--- src/rtl/ahb_slave_if_gen_if.sv ---
// rtl/ahb_slave_if_gen_if.sv - AHB-side bus bundle between the AHB master and the slave interface block
interface ahb_slave_if_gen_if #(
   parameter int DW   = 32,
   parameter int AW   = 32,
   parameter int NSLV = 3
);
   logic            Hwrite;
   logic            Hreadyin;
   logic [1:0]      Htrans;
   logic [AW-1:0]   Haddr;
   logic [DW-1:0]   Hwdata;
   logic [DW-1:0]   Prdata;
   logic            Pready_br;
   logic [AW-1:0]   Haddr1;
   logic [AW-1:0]   Haddr2;
   logic [DW-1:0]   Hwdata1;
   logic [DW-1:0]   Hwdata2;
   logic            Hwritereg;
   logic            Hwritereg1;
   logic            valid;
   logic [NSLV-1:0] tempselx;
   logic            Hreadyout;
   logic [1:0]      Hresp;
   logic [DW-1:0]   Hrdata;
   logic [7:0]      err_cnt;

   modport master (
      output Hwrite, Hreadyin, Htrans, Haddr, Hwdata, Prdata, Pready_br,
      input  Haddr1, Haddr2, Hwdata1, Hwdata2, Hwritereg, Hwritereg1,
      input  valid, tempselx, Hreadyout, Hresp, Hrdata, err_cnt
   );

   modport slave (
      input  Hwrite, Hreadyin, Htrans, Haddr, Hwdata, Prdata, Pready_br,
      output Haddr1, Haddr2, Hwdata1, Hwdata2, Hwritereg, Hwritereg1,
      output valid, tempselx, Hreadyout, Hresp, Hrdata, err_cnt
   );
endinterface

--- src/rtl/ahb_slave_if_gen.sv ---
// rtl/ahb_slave_if_gen.sv - AHB slave front end: slot decode, address/data pipeline, ERROR response FSM
module ahb_slave_if_gen #(
   parameter int          DW           = 32,
   parameter int          AW           = 32,
   parameter int          NSLV         = 3,
   parameter logic [31:0] BASE         = 32'h8000_0000,
   parameter int          SLOT_SZ_LOG2 = 26
) (
   input logic              Hclk,
   input logic              Hresetn,
   ahb_slave_if_gen_if.slave bus
);
   // Decode arithmetic is done a few bits wider than the bus so BASE + span cannot wrap.
   localparam int            XW     = AW + 5;
   localparam logic [XW-1:0] BASE_X = XW'(BASE);
   localparam logic [XW-1:0] SPAN_X = XW'(NSLV) << SLOT_SZ_LOG2;

   typedef enum logic [1:0] {S_OKAY = 2'd0, S_ERR1 = 2'd1, S_ERR2 = 2'd2} state_t;

   state_t          state_q, state_d;
   logic [7:0]      err_cnt_q, err_cnt_d;
   logic [AW-1:0]   haddr1_q, haddr2_q;
   logic [DW-1:0]   hwdata1_q, hwdata2_q;
   logic            hwrite1_q, hwrite2_q;
   logic [NSLV-1:0] sel;
   logic [XW-1:0]   addr_x, off_x, slot_x;
   logic            in_rng, unmapped;
   logic            hreadyout, hresp_err;

   // Combinational slot decode; at most one bit can match since slot_x is a single index.
   always_comb begin
      sel    = '0;
      addr_x = XW'(bus.Haddr);
      off_x  = addr_x - BASE_X;
      slot_x = off_x >> SLOT_SZ_LOG2;
      in_rng = (addr_x >= BASE_X) && (off_x < SPAN_X);
      for (int k = 0; k < NSLV; k++) begin
         if (Hresetn && in_rng && (slot_x == XW'(k)))
            sel[k] = 1'b1;
      end
   end

   // An active (NONSEQ/SEQ) transfer sampled on the bus with no slot behind it.
   assign unmapped = bus.Hreadyin && bus.Htrans[1] && (sel == '0);

   // Pipeline stages advance only when the bus is ready, otherwise hold.
   always_ff @(posedge Hclk or negedge Hresetn) begin
      if (!Hresetn) begin
         haddr1_q  <= '0;
         haddr2_q  <= '0;
         hwdata1_q <= '0;
         hwdata2_q <= '0;
         hwrite1_q <= 1'b0;
         hwrite2_q <= 1'b0;
      end else if (bus.Hreadyin) begin
         haddr1_q  <= bus.Haddr;
         haddr2_q  <= haddr1_q;
         hwdata1_q <= bus.Hwdata;
         hwdata2_q <= hwdata1_q;
         hwrite1_q <= bus.Hwrite;
         hwrite2_q <= hwrite1_q;
      end
   end

   // Response FSM state and error counter registers.
   always_ff @(posedge Hclk or negedge Hresetn) begin
      if (!Hresetn) begin
         state_q   <= S_OKAY;
         err_cnt_q <= 8'h00;
      end else begin
         state_q   <= state_d;
         err_cnt_q <= err_cnt_d;
      end
   end

   // Two-cycle ERROR response: first cycle holds the master off, second completes it.
   always_comb begin
      state_d   = state_q;
      hreadyout = bus.Pready_br;
      hresp_err = 1'b0;
      case (state_q)
         S_OKAY: begin
            if (unmapped)
               state_d = S_ERR1;
         end
         S_ERR1: begin
            hresp_err = 1'b1;
            hreadyout = 1'b0;
            state_d   = S_ERR2;
         end
         S_ERR2: begin
            hresp_err = 1'b1;
            hreadyout = 1'b1;
            state_d   = unmapped ? S_ERR1 : S_OKAY;
         end
         default: begin
            state_d = S_OKAY;
         end
      endcase
      // ERR1 always exits to ERR2, so any next-state of ERR1 is a fresh entry.
      err_cnt_d = err_cnt_q;
      if ((state_d == S_ERR1) && (err_cnt_q != 8'hFF))
         err_cnt_d = err_cnt_q + 8'h01;
   end

   assign bus.tempselx   = sel;
   assign bus.valid      = Hresetn && bus.Hreadyin && bus.Htrans[1] && (sel != '0);
   assign bus.Haddr1     = haddr1_q;
   assign bus.Haddr2     = haddr2_q;
   assign bus.Hwdata1    = hwdata1_q;
   assign bus.Hwdata2    = hwdata2_q;
   assign bus.Hwritereg  = hwrite1_q;
   assign bus.Hwritereg1 = hwrite2_q;
   assign bus.Hreadyout  = hreadyout;
   assign bus.Hresp      = {1'b0, hresp_err};
   assign bus.Hrdata     = bus.Prdata;
   assign bus.err_cnt    = err_cnt_q;
endmodule

--- src/flat_wrapper.sv ---
// flat-port wrapper written by rule: the top's interface ports become plain ports
module ahb_slave_if_gen_flat 
#(
   parameter int          DW           = 32,
   parameter int          AW           = 32,
   parameter int          NSLV         = 3,
   parameter logic [31:0] BASE         = 32'h8000_0000,
   parameter int          SLOT_SZ_LOG2 = 26
)
  (Hclk, Hresetn, bus_Hwrite, bus_Hreadyin, bus_Htrans, bus_Haddr, bus_Hwdata, bus_Prdata, bus_Pready_br, bus_Haddr1, bus_Haddr2, bus_Hwdata1, bus_Hwdata2, bus_Hwritereg, bus_Hwritereg1, bus_valid, bus_tempselx, bus_Hreadyout, bus_Hresp, bus_Hrdata, bus_err_cnt);
  ahb_slave_if_gen_if #(.DW(DW), .AW(AW), .NSLV(NSLV)) bus_i ();
  input logic Hclk;
  input logic Hresetn;
  input wire logic [$bits(bus_i.Hwrite)-1:0] bus_Hwrite;
  input wire logic [$bits(bus_i.Hreadyin)-1:0] bus_Hreadyin;
  input wire logic [$bits(bus_i.Htrans)-1:0] bus_Htrans;
  input wire logic [$bits(bus_i.Haddr)-1:0] bus_Haddr;
  input wire logic [$bits(bus_i.Hwdata)-1:0] bus_Hwdata;
  input wire logic [$bits(bus_i.Prdata)-1:0] bus_Prdata;
  input wire logic [$bits(bus_i.Pready_br)-1:0] bus_Pready_br;
  output wire logic [$bits(bus_i.Haddr1)-1:0] bus_Haddr1;
  output wire logic [$bits(bus_i.Haddr2)-1:0] bus_Haddr2;
  output wire logic [$bits(bus_i.Hwdata1)-1:0] bus_Hwdata1;
  output wire logic [$bits(bus_i.Hwdata2)-1:0] bus_Hwdata2;
  output wire logic [$bits(bus_i.Hwritereg)-1:0] bus_Hwritereg;
  output wire logic [$bits(bus_i.Hwritereg1)-1:0] bus_Hwritereg1;
  output wire logic [$bits(bus_i.valid)-1:0] bus_valid;
  output wire logic [$bits(bus_i.tempselx)-1:0] bus_tempselx;
  output wire logic [$bits(bus_i.Hreadyout)-1:0] bus_Hreadyout;
  output wire logic [$bits(bus_i.Hresp)-1:0] bus_Hresp;
  output wire logic [$bits(bus_i.Hrdata)-1:0] bus_Hrdata;
  output wire logic [$bits(bus_i.err_cnt)-1:0] bus_err_cnt;
  assign bus_i.Hwrite = bus_Hwrite;
  assign bus_i.Hreadyin = bus_Hreadyin;
  assign bus_i.Htrans = bus_Htrans;
  assign bus_i.Haddr = bus_Haddr;
  assign bus_i.Hwdata = bus_Hwdata;
  assign bus_i.Prdata = bus_Prdata;
  assign bus_i.Pready_br = bus_Pready_br;
  assign bus_Haddr1 = bus_i.Haddr1;
  assign bus_Haddr2 = bus_i.Haddr2;
  assign bus_Hwdata1 = bus_i.Hwdata1;
  assign bus_Hwdata2 = bus_i.Hwdata2;
  assign bus_Hwritereg = bus_i.Hwritereg;
  assign bus_Hwritereg1 = bus_i.Hwritereg1;
  assign bus_valid = bus_i.valid;
  assign bus_tempselx = bus_i.tempselx;
  assign bus_Hreadyout = bus_i.Hreadyout;
  assign bus_Hresp = bus_i.Hresp;
  assign bus_Hrdata = bus_i.Hrdata;
  assign bus_err_cnt = bus_i.err_cnt;
  ahb_slave_if_gen #(.DW(DW), .AW(AW), .NSLV(NSLV), .BASE(BASE), .SLOT_SZ_LOG2(SLOT_SZ_LOG2)) u_core (.Hclk(Hclk), .Hresetn(Hresetn), .bus(bus_i));
endmodule
--- config.mk ---
export PLATFORM = sky130hd
export DESIGN_NAME = ahb_slave_if_gen_flat
export DESIGN_NICKNAME = d
export VERILOG_FILES = /design/src/rtl/ahb_slave_if_gen_if.sv /design/src/rtl/ahb_slave_if_gen.sv /design/src/flat_wrapper.sv
export SDC_FILE = /design/constraint.sdc
export NUM_CORES = 1
export LEC_CHECK = 0
export BUFFER_PORTS_ARGS = -buffer_cell sky130_fd_sc_hd__buf_2
export CAP_MARGIN = 20
export CORE_MARGIN = 5
export CORE_UTILIZATION = 30
export CTS_CLUSTER_SIZE = 10
export DETAILED_ROUTE_END_ITERATION = 10
export PLACE_DENSITY = 0.57
export SLEW_MARGIN = 20
export SYNTH_ARGS = -nofsm -noshare
export SYNTH_HDL_FRONTEND = slang
export SYNTH_SLANG_ARGS = --single-unit
--- constraint.sdc ---
create_clock -name Hclk -period 5 [get_ports Hclk]
set_input_delay 0.25 -clock Hclk [delete_from_list [all_inputs] [get_ports Hclk]]
set_output_delay 0.25 -clock Hclk [all_outputs]
set_load 0.05 [all_outputs]
==> qor.yml <==
power_density_mw_per_mm2: 526
hold_viol: 0
cts.repair.resized: 0
multi_input_area_mm2: 0.00181
port_buffers: 213
grt_setup_unrepaired: "no"
final_nets: 653
slew_viol_final: 0
cts_buffers: 17
critPathCaptureType: "output port"
grt_pass1_wl_mm: 20.6
switching_power_mw: 1.40
cp_slowest_cell: "dlygate4sd3_1"
ys_seq_area_share_pct: 62.0
fillerInstances: 1790
max_freq_mhz: 424
avgSynthCellArea_um2: 15.7
synth.area.top_cells: "dfrtp_1, mux2_2, buf_4"
initial_utilization_pct: 30.3
synth_top_cell_area_share_pct: 62.0
period_minus_slack_ns: 2.36
final-setup-viol-count: 0
crit_required_ns: 4.75
ir_drop_uv: 227
coreArea_mm2: 0.0186
crit_path_cell_trace: "dlygate4sd3_1 > buf_6 > and3_4 > and3_2 > buf_2"
cts_max_path_buffers: 2
dpl_cell_area_mm2: 0.00671
ant_nets: 0
dieArea_mm2: 0.0217
startpoint_type: "primary input"
antenna_found_initial: 0
syn-cell-area_mm2: 0.00565
synth_top_cell_by_area: "dfrtp_1"
drive_gt1_share_pct: 68.6
p_clk_share_pct: 34.3
switching_share_pct: 36.2
relSlewSlack_pct: 36.5
yosysUniqueCellTypes: 27
seq_area_mm2: 0.00350
gp_routability_congestion: 0.715
internal_power_mw: 2.47
netlist_instances: 359
tightest_slew_ns: 0.953
power_frac_seq_pct: 36.4
clk_latency_ns: 0.40
post_drt_wl_per_cell_um: 15.7
dieHeight_um: 147
rows: 50
cts_max_level: 4
syn-num-nets: 467
power.leakage_nw: 3.48
n_antenna_cell: 0
cts_tree: "done"
status: "finished, final reports clean"
synthToLayoutAreaGrowth_pct: 30.0
via_count: 3555
clock-root-buffer: "clkbuf_16"
finalInstanceArea_mm2: 0.00734
cts_sinks: 140
hold_slack_ns: 0.0730
hold_path.class: "primary input to flip-flop"
yosysWarnings: 0
drt_pass1_iterations: 4
worst_ep_arrival_time_ns: 2.11
fin_crit_sh_pct: 47.2
drtIter0Drc: 66
crit_fanout: 75
cap_violations: 0
finClkSkew_ns: 0.00682
clk_pin_slew_ns: 0.06
grt_max_degree: 78
io_pins: 280
grt_overflow: 0
crit_type: "primary input to output port"
wirelength_mm: 12.4
drc_errors: 0
cp_num_buf_inv: 3
tns_ns: 0
first_global_vias: 3990
dp_hpwl_mm: 8.95
ys_ff_latch: 140
vias_per_cell: 4.49
grt_usage_pct: 11.7
pwr-share-comb_pct: 29.4
path_delay_family: "buffers and inverters"
die_w_um: 147
critPathMaxStageDelay_ns: 0.54
what timing repair did:
item	4_1_cts	5_1_grt
hold endpoints to repair	72	0
hold buffers	1	0
setup buffers	0	0
registers in the layout, indices dropped and copies added, names as in the netlist:
name                   count
u_core.state_q             2
u_core.bus.Haddr1         32
u_core.bus.err_cnt         8
u_core.bus.Haddr2         32
u_core.bus.Hwritereg1      1
u_core.bus.Hwdata1        32
u_core.bus.Hwdata2        32
u_core.bus.Hwritereg       1
worst register-to-register path: cells and delay by family, from the launching register on:
| kind | cells | cell delay, ns |
|---|---|---|
| flip-flops | 1 | 0.41 |
| AO/OA/AOI/OAI | 2 | 0.60 |
| multiplexers | 1 | 0.31 |
| adder cells (fa/ha/maj) | 1 | 0.19 |
| buffers and inverters | 1 | 0.10 |
| AND/OR/NAND/NOR | 1 | 0.09 |
cells by family after synthesis:
family          after synthesis  synth area share, %
simple gates                 20                 2.48
fa+ha+maj                     5                 1.11
compound gates                3                0.997
flops                       140                 62.0
buf+inv                      51                 5.85
other cells                   1               0.0664
xor+xnor                      7                 1.09
mux                         132                 26.4
cell type report:
class,instances,share of cell area (%)
clock inverters,11,2.27
multi-input cells,168,24.7
clock buffers,21,6.27
inverters,2,0.102
repair buffers,216,15.0
flip-flops and latches,140,47.7
well taps,234,3.99
power groups by stage:
stage	Sequential (mW)	Clock, mW	Combinational (mW)
finish	1.41	1.32	1.14
global route	1.43	1.42	1.20
CTS	1.41	1.38	1.15
detailed placement	1.43	0	1.15
global placement	1.41	0	1.13
floorplan	1.96	0	0.389
cell usage after synthesis:
cell type,number
mux2_2,131
conb_1,1
nor3_1,1
and4_4,1
nand3b_1,1
nor4b_1,1
buf_2,9
buf_4,34
a41oi_4,1
and3_2,1
inv_1,2
ha_1,5
clkbuf_1,5
xnor2_1,7
and4_1,2
nand2_4,1
nor3b_1,2
o211ai_1,1
buf_1,1
and3_1,1
dfrtp_1,140
nand4_1,2
nand2_1,3
o31ai_4,1
and3_4,1
nand3_1,3
mux2_4,1
path summary, 6_finish.rpt:
| path | slack, ns | start | cells after the start | to |
|---|---|---|---|---|
| setup / recovery | 2.64 | Hresetn | 5 | bus_valid |
| hold / removal | 0.07 | bus_Haddr[5] | 2 | u_core.bus.Haddr1[5]$_DFFE_PN0P_ |
| setup reg to reg | 3.19 | u_core.state_q[0]$_DFF_PN0_ | 6 | u_core.bus.err_cnt[1]$_DFFE_PN0P_ |
| hold reg to reg | 0.50 | u_core.bus.Haddr2[24]$_DFFE_PN0P_ | 1 | u_core.bus.Haddr2[24]$_DFFE_PN0P_ |
| max in group asynchronous | 3.22 | Hresetn | 3 | u_core.bus.Haddr1[1]$_DFFE_PN0P_ |
| min in group asynchronous | 0.42 | Hresetn | 2 | u_core.bus.Haddr2[4]$_DFFE_PN0P_ |
through the flow:
| stage | std cells | util (%) | setup WS [ns] | total power, mW |
|---|---|---|---|---|
| 6_report | 792 | 39.4 | 2.64 | 3.87 |
| 4_1_cts | 792 | 39.4 | 2.57 | 3.94 |
| 3_5_place_dp | 759 | 36.0 | 2.70 | 2.58 |
| 5_1_grt | 792 | 39.4 | 2.46 | 4.05 |
| 3_3_place_gp | 759 | 36.0 | 2.77 | 2.55 |
| 2_1_floorplan | 359 | - | 2.84 | 2.35 |
cells in the final DEF (no fill, tap or decap), types with 2 or more instances in the layout:
master	instances
ha_1	5
buf_4	3
clkbuf_8	2
clkbuf_16	17
mux2_2	131
nand4_1	2
inv_1	2
xnor2_1	7
nand3_1	3
buf_2	211
clkinv_4	3
clkbuf_1	2
nor3b_1	2
dfrtp_1	140
nand2_1	3
and4_1	2
bufinv_16	4
clkinv_2	4
layer usage:
| metal | track usage [%] | vias to the layer above | wire [µm] |
|---|---|---|---|
| li1 | - | 1597 | - |
| met1 | 13.1 | 1774 | 4920 |
| met2 | 19.5 | 155 | 6070 |
| met3 | 4.63 | 29 | 1120 |
| met4 | 5.64 | 0 | 303 |
| met5 | 0 | - | 0 |
No activity file was read; power rests on OpenSTA's default activity.
